`config.mk`:
```
export PLATFORM = sky130hd
export DESIGN_NAME = axi4_lite_simple_master_flat
export DESIGN_NICKNAME = d
export VERILOG_FILES = /design/src/rtl/axi4_lite_simple_master_if.sv /design/src/rtl/axi4_lite_simple_master.sv /design/src/flat_wrapper.sv
export SDC_FILE = /design/constraint.sdc
export NUM_CORES = 1
export LEC_CHECK = 0
export CAP_MARGIN = 20
export CORE_MARGIN = 2
export CORE_UTILIZATION = 23
export CTS_CLUSTER_DIAMETER = 40
export CTS_CLUSTER_SIZE = 12
export DETAILED_ROUTE_END_ITERATION = 10
export PLACE_DENSITY = 0.56
export SETUP_SLACK_MARGIN = 0.02
export SLEW_MARGIN = 15
export SYNTH_ARGS = -nofsm -noshare
export SYNTH_HDL_FRONTEND = slang
export SYNTH_SLANG_ARGS = --single-unit
```
`constraint.sdc`:
```
create_clock -name aclk -period 4.3 [get_ports aclk]
set_input_delay 0.86 -clock aclk [delete_from_list [all_inputs] [get_ports aclk]]
set_output_delay 0.86 -clock aclk [all_outputs]
set_load 0.02 [all_outputs]
```
`src/rtl/axi4_lite_simple_master_if.sv`:
```
`default_nettype none
// ============================================================================
// Module   : axi4_if
// Brief    : AXI4 signal bundle with master/slave views, sized by A/N/I.
// Revision : 1.0 - initial release
// ============================================================================
interface axi4_if #(
    parameter int A = 32,
    parameter int N = 4,
    parameter int I = 1
) ();
    logic [I-1:0]   awid;
    logic [A-1:0]   awaddr;
    logic [7:0]     awlen;
    logic [2:0]     awsize;
    logic [1:0]     awburst;
    logic           awlock;
    logic [3:0]     awcache;
    logic [2:0]     awprot;
    logic [3:0]     awqos;
    logic [3:0]     awregion;
    logic           awvalid;
    logic           awready;

    logic [8*N-1:0] wdata;
    logic [N-1:0]   wstrb;
    logic           wlast;
    logic           wvalid;
    logic           wready;

    logic [I-1:0]   bid;
    logic [1:0]     bresp;
    logic           bvalid;
    logic           bready;

    logic [I-1:0]   arid;
    logic [A-1:0]   araddr;
    logic [7:0]     arlen;
    logic [2:0]     arsize;
    logic [1:0]     arburst;
    logic           arlock;
    logic [3:0]     arcache;
    logic [2:0]     arprot;
    logic [3:0]     arqos;
    logic [3:0]     arregion;
    logic           arvalid;
    logic           arready;

    logic [I-1:0]   rid;
    logic [8*N-1:0] rdata;
    logic [1:0]     rresp;
    logic           rlast;
    logic           rvalid;
    logic           rready;

    modport master (
        output awid, awaddr, awlen, awsize, awburst, awlock, awcache, awprot, awqos, awregion, awvalid,
        input  awready,
        output wdata, wstrb, wlast, wvalid,
        input  wready,
        input  bid, bresp, bvalid,
        output bready,
        output arid, araddr, arlen, arsize, arburst, arlock, arcache, arprot, arqos, arregion, arvalid,
        input  arready,
        input  rid, rdata, rresp, rlast, rvalid,
        output rready
    );

    modport slave (
        input  awid, awaddr, awlen, awsize, awburst, awlock, awcache, awprot, awqos, awregion, awvalid,
        output awready,
        input  wdata, wstrb, wlast, wvalid,
        output wready,
        output bid, bresp, bvalid,
        input  bready,
        input  arid, araddr, arlen, arsize, arburst, arlock, arcache, arprot, arqos, arregion, arvalid,
        output arready,
        output rid, rdata, rresp, rlast, rvalid,
        input  rready
    );
endinterface
`default_nettype wire

```
`src/rtl/axi4_lite_simple_master.sv`:
```
`default_nettype none
// ============================================================================
// Module   : axi4_lite_simple_master
// Brief    : Single-outstanding AXI4-lite initiator behind a cmd/rsp handshake.
// Revision : 1.0 - initial release
// ============================================================================
module axi4_lite_simple_master #(
    parameter int           A       = 32,
    parameter int           N       = 4,
    parameter int           I       = 1,
    parameter logic [I-1:0] ID      = '0,
    parameter int           TIMEOUT = 0
) (
    input  logic           aclk,
    input  logic           areset,
    input  logic           cmd_valid,
    output logic           cmd_ready,
    input  logic           cmd_write,
    input  logic [A-1:0]   cmd_addr,
    input  logic [8*N-1:0] cmd_wdata,
    input  logic [N-1:0]   cmd_wstrb,
    output logic           rsp_valid,
    input  logic           rsp_ready,
    output logic [8*N-1:0] rsp_rdata,
    output logic [1:0]     rsp_resp,
    output logic           rsp_timeout,
    axi4_if.master         axi4_m
);
    localparam int                 c_CNT_W = (TIMEOUT > 0) ? $clog2(TIMEOUT + 1) : 1;
    localparam logic [c_CNT_W-1:0] c_TMO   = c_CNT_W'(TIMEOUT);
    localparam logic [2:0]         c_SIZE  = 3'($clog2(N));

    typedef enum logic [2:0] {S_IDLE, S_WR, S_WB, S_RA, S_RR, S_DONE} state_t;

    state_t             r_state;
    logic               r_cmd_ready;
    logic               r_awvalid, r_wvalid, r_arvalid, r_bready, r_rready;
    logic               r_aw_done, r_w_done;
    logic [A-1:0]       r_addr;
    logic [8*N-1:0]     r_wdata;
    logic [N-1:0]       r_wstrb;
    logic               r_rsp_valid, r_rsp_timeout;
    logic [8*N-1:0]     r_rsp_rdata;
    logic [1:0]         r_rsp_resp;
    logic [c_CNT_W-1:0] r_cnt;

    logic               w_busy, w_tmo, w_rsp_hs, w_aw_fin, w_w_fin;
    logic [c_CNT_W-1:0] w_cnt_inc;

    assign w_busy    = (r_state == S_WR) || (r_state == S_WB) || (r_state == S_RA) || (r_state == S_RR);
    assign w_cnt_inc = r_cnt + c_CNT_W'(1);
    assign w_tmo     = (TIMEOUT > 0) && w_busy && (w_cnt_inc == c_TMO);
    assign w_rsp_hs  = ((r_state == S_WB) && axi4_m.bvalid) || ((r_state == S_RR) && axi4_m.rvalid);
    assign w_aw_fin  = r_aw_done || (r_awvalid && axi4_m.awready);
    assign w_w_fin   = r_w_done  || (r_wvalid  && axi4_m.wready);

    always_ff @(posedge aclk) begin
        if (areset) begin
            r_state       <= S_IDLE;
            r_cmd_ready   <= 1'b1;
            r_awvalid     <= 1'b0;
            r_wvalid      <= 1'b0;
            r_arvalid     <= 1'b0;
            r_bready      <= 1'b0;
            r_rready      <= 1'b0;
            r_aw_done     <= 1'b0;
            r_w_done      <= 1'b0;
            r_addr        <= '0;
            r_wdata       <= '0;
            r_wstrb       <= '0;
            r_rsp_valid   <= 1'b0;
            r_rsp_timeout <= 1'b0;
            r_rsp_rdata   <= '0;
            r_rsp_resp    <= 2'b00;
            r_cnt         <= '0;
        end else begin
            if (w_busy && (r_cnt != c_TMO)) begin
                r_cnt <= w_cnt_inc;
            end
            case (r_state)
                S_IDLE: begin
                    if (cmd_valid) begin
                        r_cmd_ready <= 1'b0;
                        r_addr      <= cmd_addr;
                        r_wdata     <= cmd_wdata;
                        r_wstrb     <= cmd_wstrb;
                        r_cnt       <= '0;
                        r_aw_done   <= 1'b0;
                        r_w_done    <= 1'b0;
                        if (cmd_write) begin
                            r_state   <= S_WR;
                            r_awvalid <= 1'b1;
                            r_wvalid  <= 1'b1;
                        end else begin
                            r_state   <= S_RA;
                            r_arvalid <= 1'b1;
                        end
                    end
                end
                S_WR: begin
                    // AW and W complete independently; each valid drops after its own beat
                    if (r_awvalid && axi4_m.awready) begin
                        r_awvalid <= 1'b0;
                        r_aw_done <= 1'b1;
                    end
                    if (r_wvalid && axi4_m.wready) begin
                        r_wvalid <= 1'b0;
                        r_w_done <= 1'b1;
                    end
                    if (w_aw_fin && w_w_fin) begin
                        r_state  <= S_WB;
                        r_bready <= 1'b1;
                    end
                end
                S_WB: begin
                    if (axi4_m.bvalid) begin
                        r_bready      <= 1'b0;
                        r_rsp_resp    <= axi4_m.bresp;
                        r_rsp_rdata   <= '0;
                        r_rsp_timeout <= 1'b0;
                        r_rsp_valid   <= 1'b1;
                        r_state       <= S_DONE;
                    end
                end
                S_RA: begin
                    if (axi4_m.arready) begin
                        r_arvalid <= 1'b0;
                        r_rready  <= 1'b1;
                        r_state   <= S_RR;
                    end
                end
                S_RR: begin
                    if (axi4_m.rvalid) begin
                        r_rready      <= 1'b0;
                        r_rsp_resp    <= axi4_m.rresp;
                        r_rsp_rdata   <= axi4_m.rdata;
                        r_rsp_timeout <= 1'b0;
                        r_rsp_valid   <= 1'b1;
                        r_state       <= S_DONE;
                    end
                end
                S_DONE: begin
                    if (rsp_ready) begin
                        r_rsp_valid <= 1'b0;
                        r_cmd_ready <= 1'b1;
                        r_state     <= S_IDLE;
                    end
                end
                default: begin
                    r_state     <= S_IDLE;
                    r_cmd_ready <= 1'b1;
                end
            endcase
            // Abort overrides the per-state updates; a response landing this cycle still wins
            if (w_tmo && !w_rsp_hs) begin
                r_awvalid     <= 1'b0;
                r_wvalid      <= 1'b0;
                r_arvalid     <= 1'b0;
                r_bready      <= 1'b0;
                r_rready      <= 1'b0;
                r_rsp_resp    <= 2'b10;
                r_rsp_rdata   <= '0;
                r_rsp_timeout <= 1'b1;
                r_rsp_valid   <= 1'b1;
                r_state       <= S_DONE;
            end
        end
    end

    assign cmd_ready   = r_cmd_ready;
    assign rsp_valid   = r_rsp_valid;
    assign rsp_rdata   = r_rsp_rdata;
    assign rsp_resp    = r_rsp_resp;
    assign rsp_timeout = r_rsp_timeout;

    assign axi4_m.awid     = ID;
    assign axi4_m.awaddr   = r_addr;
    assign axi4_m.awlen    = 8'd0;
    assign axi4_m.awsize   = c_SIZE;
    assign axi4_m.awburst  = 2'b01;
    assign axi4_m.awlock   = 1'b0;
    assign axi4_m.awcache  = 4'd0;
    assign axi4_m.awprot   = 3'd0;
    assign axi4_m.awqos    = 4'd0;
    assign axi4_m.awregion = 4'd0;
    assign axi4_m.awvalid  = r_awvalid;
    assign axi4_m.wdata    = r_wdata;
    assign axi4_m.wstrb    = r_wstrb;
    assign axi4_m.wlast    = 1'b1;
    assign axi4_m.wvalid   = r_wvalid;
    assign axi4_m.bready   = r_bready;
    assign axi4_m.arid     = ID;
    assign axi4_m.araddr   = r_addr;
    assign axi4_m.arlen    = 8'd0;
    assign axi4_m.arsize   = c_SIZE;
    assign axi4_m.arburst  = 2'b01;
    assign axi4_m.arlock   = 1'b0;
    assign axi4_m.arcache  = 4'd0;
    assign axi4_m.arprot   = 3'd0;
    assign axi4_m.arqos    = 4'd0;
    assign axi4_m.arregion = 4'd0;
    assign axi4_m.arvalid  = r_arvalid;
    assign axi4_m.rready   = r_rready;
endmodule
`default_nettype wire

```
`src/flat_wrapper.sv`:
```
// flat-port wrapper written by rule: the top's interface ports become plain ports
module axi4_lite_simple_master_flat 
#(
    parameter int           A       = 32,
    parameter int           N       = 4,
    parameter int           I       = 1,
    parameter logic [I-1:0] ID      = '0,
    parameter int           TIMEOUT = 0
)
  (aclk, areset, cmd_valid, cmd_ready, cmd_write, cmd_addr, cmd_wdata, cmd_wstrb, rsp_valid, rsp_ready, rsp_rdata, rsp_resp, rsp_timeout, axi4_m_awid, axi4_m_awaddr, axi4_m_awlen, axi4_m_awsize, axi4_m_awburst, axi4_m_awlock, axi4_m_awcache, axi4_m_awprot, axi4_m_awqos, axi4_m_awregion, axi4_m_awvalid, axi4_m_awready, axi4_m_wdata, axi4_m_wstrb, axi4_m_wlast, axi4_m_wvalid, axi4_m_wready, axi4_m_bid, axi4_m_bresp, axi4_m_bvalid, axi4_m_bready, axi4_m_arid, axi4_m_araddr, axi4_m_arlen, axi4_m_arsize, axi4_m_arburst, axi4_m_arlock, axi4_m_arcache, axi4_m_arprot, axi4_m_arqos, axi4_m_arregion, axi4_m_arvalid, axi4_m_arready, axi4_m_rid, axi4_m_rdata, axi4_m_rresp, axi4_m_rlast, axi4_m_rvalid, axi4_m_rready);
  axi4_if #(.A(A), .N(N), .I(I)) axi4_m_i ();
  input  logic aclk;
  input  logic areset;
  input  logic cmd_valid;
  output logic cmd_ready;
  input  logic cmd_write;
  input  logic [A-1:0] cmd_addr;
  input  logic [8*N-1:0] cmd_wdata;
  input  logic [N-1:0] cmd_wstrb;
  output logic rsp_valid;
  input  logic rsp_ready;
  output logic [8*N-1:0] rsp_rdata;
  output logic [1:0] rsp_resp;
  output logic rsp_timeout;
  output wire logic [$bits(axi4_m_i.awid)-1:0] axi4_m_awid;
  output wire logic [$bits(axi4_m_i.awaddr)-1:0] axi4_m_awaddr;
  output wire logic [$bits(axi4_m_i.awlen)-1:0] axi4_m_awlen;
  output wire logic [$bits(axi4_m_i.awsize)-1:0] axi4_m_awsize;
  output wire logic [$bits(axi4_m_i.awburst)-1:0] axi4_m_awburst;
  output wire logic [$bits(axi4_m_i.awlock)-1:0] axi4_m_awlock;
  output wire logic [$bits(axi4_m_i.awcache)-1:0] axi4_m_awcache;
  output wire logic [$bits(axi4_m_i.awprot)-1:0] axi4_m_awprot;
  output wire logic [$bits(axi4_m_i.awqos)-1:0] axi4_m_awqos;
  output wire logic [$bits(axi4_m_i.awregion)-1:0] axi4_m_awregion;
  output wire logic [$bits(axi4_m_i.awvalid)-1:0] axi4_m_awvalid;
  input wire logic [$bits(axi4_m_i.awready)-1:0] axi4_m_awready;
  output wire logic [$bits(axi4_m_i.wdata)-1:0] axi4_m_wdata;
  output wire logic [$bits(axi4_m_i.wstrb)-1:0] axi4_m_wstrb;
  output wire logic [$bits(axi4_m_i.wlast)-1:0] axi4_m_wlast;
  output wire logic [$bits(axi4_m_i.wvalid)-1:0] axi4_m_wvalid;
  input wire logic [$bits(axi4_m_i.wready)-1:0] axi4_m_wready;
  input wire logic [$bits(axi4_m_i.bid)-1:0] axi4_m_bid;
  input wire logic [$bits(axi4_m_i.bresp)-1:0] axi4_m_bresp;
  input wire logic [$bits(axi4_m_i.bvalid)-1:0] axi4_m_bvalid;
  output wire logic [$bits(axi4_m_i.bready)-1:0] axi4_m_bready;
  output wire logic [$bits(axi4_m_i.arid)-1:0] axi4_m_arid;
  output wire logic [$bits(axi4_m_i.araddr)-1:0] axi4_m_araddr;
  output wire logic [$bits(axi4_m_i.arlen)-1:0] axi4_m_arlen;
  output wire logic [$bits(axi4_m_i.arsize)-1:0] axi4_m_arsize;
  output wire logic [$bits(axi4_m_i.arburst)-1:0] axi4_m_arburst;
  output wire logic [$bits(axi4_m_i.arlock)-1:0] axi4_m_arlock;
  output wire logic [$bits(axi4_m_i.arcache)-1:0] axi4_m_arcache;
  output wire logic [$bits(axi4_m_i.arprot)-1:0] axi4_m_arprot;
  output wire logic [$bits(axi4_m_i.arqos)-1:0] axi4_m_arqos;
  output wire logic [$bits(axi4_m_i.arregion)-1:0] axi4_m_arregion;
  output wire logic [$bits(axi4_m_i.arvalid)-1:0] axi4_m_arvalid;
  input wire logic [$bits(axi4_m_i.arready)-1:0] axi4_m_arready;
  input wire logic [$bits(axi4_m_i.rid)-1:0] axi4_m_rid;
  input wire logic [$bits(axi4_m_i.rdata)-1:0] axi4_m_rdata;
  input wire logic [$bits(axi4_m_i.rresp)-1:0] axi4_m_rresp;
  input wire logic [$bits(axi4_m_i.rlast)-1:0] axi4_m_rlast;
  input wire logic [$bits(axi4_m_i.rvalid)-1:0] axi4_m_rvalid;
  output wire logic [$bits(axi4_m_i.rready)-1:0] axi4_m_rready;
  assign axi4_m_awid = axi4_m_i.awid;
  assign axi4_m_awaddr = axi4_m_i.awaddr;
  assign axi4_m_awlen = axi4_m_i.awlen;
  assign axi4_m_awsize = axi4_m_i.awsize;
  assign axi4_m_awburst = axi4_m_i.awburst;
  assign axi4_m_awlock = axi4_m_i.awlock;
  assign axi4_m_awcache = axi4_m_i.awcache;
  assign axi4_m_awprot = axi4_m_i.awprot;
  assign axi4_m_awqos = axi4_m_i.awqos;
  assign axi4_m_awregion = axi4_m_i.awregion;
  assign axi4_m_awvalid = axi4_m_i.awvalid;
  assign axi4_m_i.awready = axi4_m_awready;
  assign axi4_m_wdata = axi4_m_i.wdata;
  assign axi4_m_wstrb = axi4_m_i.wstrb;
  assign axi4_m_wlast = axi4_m_i.wlast;
  assign axi4_m_wvalid = axi4_m_i.wvalid;
  assign axi4_m_i.wready = axi4_m_wready;
  assign axi4_m_i.bid = axi4_m_bid;
  assign axi4_m_i.bresp = axi4_m_bresp;
  assign axi4_m_i.bvalid = axi4_m_bvalid;
  assign axi4_m_bready = axi4_m_i.bready;
  assign axi4_m_arid = axi4_m_i.arid;
  assign axi4_m_araddr = axi4_m_i.araddr;
  assign axi4_m_arlen = axi4_m_i.arlen;
  assign axi4_m_arsize = axi4_m_i.arsize;
  assign axi4_m_arburst = axi4_m_i.arburst;
  assign axi4_m_arlock = axi4_m_i.arlock;
  assign axi4_m_arcache = axi4_m_i.arcache;
  assign axi4_m_arprot = axi4_m_i.arprot;
  assign axi4_m_arqos = axi4_m_i.arqos;
  assign axi4_m_arregion = axi4_m_i.arregion;
  assign axi4_m_arvalid = axi4_m_i.arvalid;
  assign axi4_m_i.arready = axi4_m_arready;
  assign axi4_m_i.rid = axi4_m_rid;
  assign axi4_m_i.rdata = axi4_m_rdata;
  assign axi4_m_i.rresp = axi4_m_rresp;
  assign axi4_m_i.rlast = axi4_m_rlast;
  assign axi4_m_i.rvalid = axi4_m_rvalid;
  assign axi4_m_rready = axi4_m_i.rready;
  axi4_lite_simple_master #(.A(A), .N(N), .I(I), .ID(ID), .TIMEOUT(TIMEOUT)) u_core (.aclk(aclk), .areset(areset), .cmd_valid(cmd_valid), .cmd_ready(cmd_ready), .cmd_write(cmd_write), .cmd_addr(cmd_addr), .cmd_wdata(cmd_wdata), .cmd_wstrb(cmd_wstrb), .rsp_valid(rsp_valid), .rsp_ready(rsp_ready), .rsp_rdata(rsp_rdata), .rsp_resp(rsp_resp), .rsp_timeout(rsp_timeout), .axi4_m(axi4_m_i));
endmodule
```
==> impl_metrics.csv <==
group,metric,value,unit
synthesis,synth-seq-cells,114,
finish,area_delta_synth_final,57.0,%
detailed_routing,final_antenna_net_count,0,
finish,drive_above_1_share,0.0522,
setup_path,critPathKind,"primary input to flip-flop",
setup_path,cp-start-kind,"primary input",
grt,grt_pass1_vias,4070,
timing,max_slew_margin,0.470,
detailed_routing,drc,0,
setup_path,r2r_start,"u_core.r_state[0]",
grt,grt_pass1_wl,21.3,mm
detailed_routing,drt_wl_total,14.6,mm
floorplan,die_area,23000,µm²
finish,final_cells,1123,
finish,final_nets,950,
cts,clockRootBuffer,"clkbuf_16",
place,dp.cells,1093,
timing,worst_pin_slew,793,ps
setup_path,r2r_slack,2070,ps
cts,clock-sinks,114,
grt,groute.usage.overall,0.119,
detailed_routing,drtIter0Drc,135,
cts,holdBufCountCts,0,
floorplan,die_x,152,µm
setup_path,endpoint,"u_core.axi4_m.wdata[29]",
grt,grt_start_max_net_pins,73,
pwr,p_per_area,424,nW/µm²
setup_path,cp.required,4550,ps
grt,busiest_layer,"met2",
grt,grt_util_met1,0.138,
synthesis,yosys.cell_types.count,36,
floorplan,core,21600,µm²
place,port_buffers,254,
cts,clk_pin_slew_worst_paths,50,ps
cts,cts_resized,0,
setup_path,worstPathArrival,2730,ps
hold_path,hold_depth,2,
synthesis,async_flop_share,0,
hold_path,hold_class,"flip-flop to flip-flop",
run,maxCapViolations,0,
synthesis,syn_inst,627,
setup_path,reg2reg_depth,5,
cts,cts_buffers,17,
timing,rsz0062_at_grt,"no",
timing,setup_viol,0,
synthesis,synth_edf_count,0,
cts,cts_tree,"done",
floorplan,io-pin-count,320,
synthesis,seq_area_frac_synth,0.455,
timing,timing.hold.ws,451,ps
finish,num-fill-cells,2286,
floorplan,initial_core_util,0.232,
pwr,peakVddDrop,0.000220,V
detailed_routing,wire_per_inst,13.0,µm
detailed_routing,detailroute.via_count,4564,
cts,cts_max_level,4,
pwr,p_leak,2.82,nW
grt,antenna_found_initial,0,
timing,fin_skew,7.84,ps
setup_path,endpoint_kind,"flip-flop",
detailed_routing,vias_per_cell,4.06,
synthesis,yosys_warnings,0,
grt,grtUsageMet3,0.0464,
timing,slew_violations,0,
timing,min_period_over_period,0.576,
timing,tns,0,ps
cts,cts_setup_buffers,0,
cts,clockBufferDepth,2,
synthesis,avgSynthCellArea,8.00,µm²
timing,hold_viol,0,
place,dpl.hpwl,10.2,mm
setup_path,critPathMaxFanout,34,
outcome,status,"finished, final reports clean",
timing,fin_crit,2480,ps
place,place.gp.congestion,0.703,
grt,grt_use_met2,0.204,
detailed_routing,drt_first_pass_iters,4,
timing,fmax,404,MHz
synthesis,syn_area,5010,µm²
finish,antenna_cells,0,
setup_path,crit_path_start,"cmd_valid",
floorplan,num_rows,54,
cts,clock_latency,400,ps
floorplan,fp.dieH,152,µm
setup_path,r2r-end,"u_core.axi4_m.wdata[29]",
grt,gr-total-overflow,0,
synthesis,ys.flop_type,"dfxtp_1",
## through the flow
step	utilization	area (µm²)	setup WS (ps)	power, mW
finish	0.364	7870	1820	3.34
detailed placement	0.339	7320	1340	2.08
CTS	0.363	7860	1770	3.40
global route	0.364	7870	1630	3.52
floorplan	-	5240	2510	1.76
global placement	0.339	7320	1320	2.08
## power breakdown
| part | internal [mW] | switching (mW) | total, mW |
|---|---|---|---|
| logic | 0.376 | 0.453 | 0.829 |
| registers | 1.14 | 0.0733 | 1.22 |
| clock network | 0.823 | 0.469 | 1.29 |
| total | 2.34 | 0.995 | 3.34 |
## cells in the mapped netlist, drive strengths merged, types with 3 or more instances
cell type,count,area [µm²]
a21oi,113,569
a31oi,3,18.8
buf,115,818
clkbuf,21,78.8
dfxtp,114,2280
inv,3,11.3
mux2i,3,30.0
nand2,143,537
nand2b,32,200
nand3,35,175
nor2,10,37.5
nor3,6,30.0
## flip-flops by register name, summed over array words and instances, names as in the netlist, 2 cells and up
| register | cells |
|---|---|
| u_core.rsp_rdata | 32 |
| u_core.rsp_resp | 2 |
| u_core.axi4_m.araddr | 32 |
| u_core.axi4_m.wdata | 32 |
| u_core.axi4_m.wstrb | 4 |
| u_core.r_state | 3 |
## placed cells by master (no fill, tap or decap), types with 2 or more instances in the layout
master,count
clkdlybuf4s50_1,253
o21bai_1,2
nor2_1,10
inv_1,2
a21oi_1,112
buf_4,8
mux2i_1,3
clkinv_2,6
conb_1,62
a311oi_1,2
nand3b_1,2
nor2b_1,2
a211oi_1,2
clkbuf_1,2
nand2_1,143
or2_1,2
dfxtp_1,114
nand3_1,34
nor3_1,6
clkbuf_16,17
nand2b_1,32
clkbuf_8,3
a31oi_1,3
## worst min-delay path by stage
stage                             from                      end
2_1_floorplan         u_core.r_aw_done         u_core.r_aw_done
3_3_place_gp   u_core.axi4_m.wdata[16]  u_core.axi4_m.wdata[16]
3_5_place_dp    u_core.axi4_m.wdata[3]   u_core.axi4_m.wdata[3]
4_1_cts        u_core.axi4_m.wdata[12]  u_core.axi4_m.wdata[12]
5_1_grt         u_core.axi4_m.wdata[8]   u_core.axi4_m.wdata[8]
6_report        u_core.axi4_m.wstrb[2]   u_core.axi4_m.wstrb[2]
## routing by layer
metal	share of wire	wire (µm)
met4	0.0079	115
met1	0.41	6020
met3	0.082	1200
met5	0	0
met2	0.50	7260
## cell type report
class	instances	area [µm²]	share of cell area
Clock buffer	22	474	0.0603
Clock inverter	7	60.1	0.00763
Inverter	3	11.3	0.00143
Multi-Input combinational cell	434	2070	0.263
Sequential cell	114	2280	0.290
Tap cell	280	350	0.0445
Timing Repair Buffer	263	2620	0.333
## critical path: stages
cell and delay [ps]:
clkdlybuf4s50_1 570, nand3_2 650, buf_4 480, nand2_1 90, a21oi_1 60
## cell families after synthesis
kind of cell | after synthesis | share of synthesized area
buffers and inverters | 139 | 0.181
AND/OR/NAND/NOR | 238 | 0.216
other | 2 | 0.00150
flip-flops | 114 | 0.455
multiplexers | 3 | 0.00599
AO/OA/AOI/OAI | 131 | 0.140
Note: power is estimated with default switching activity, not from simulation.
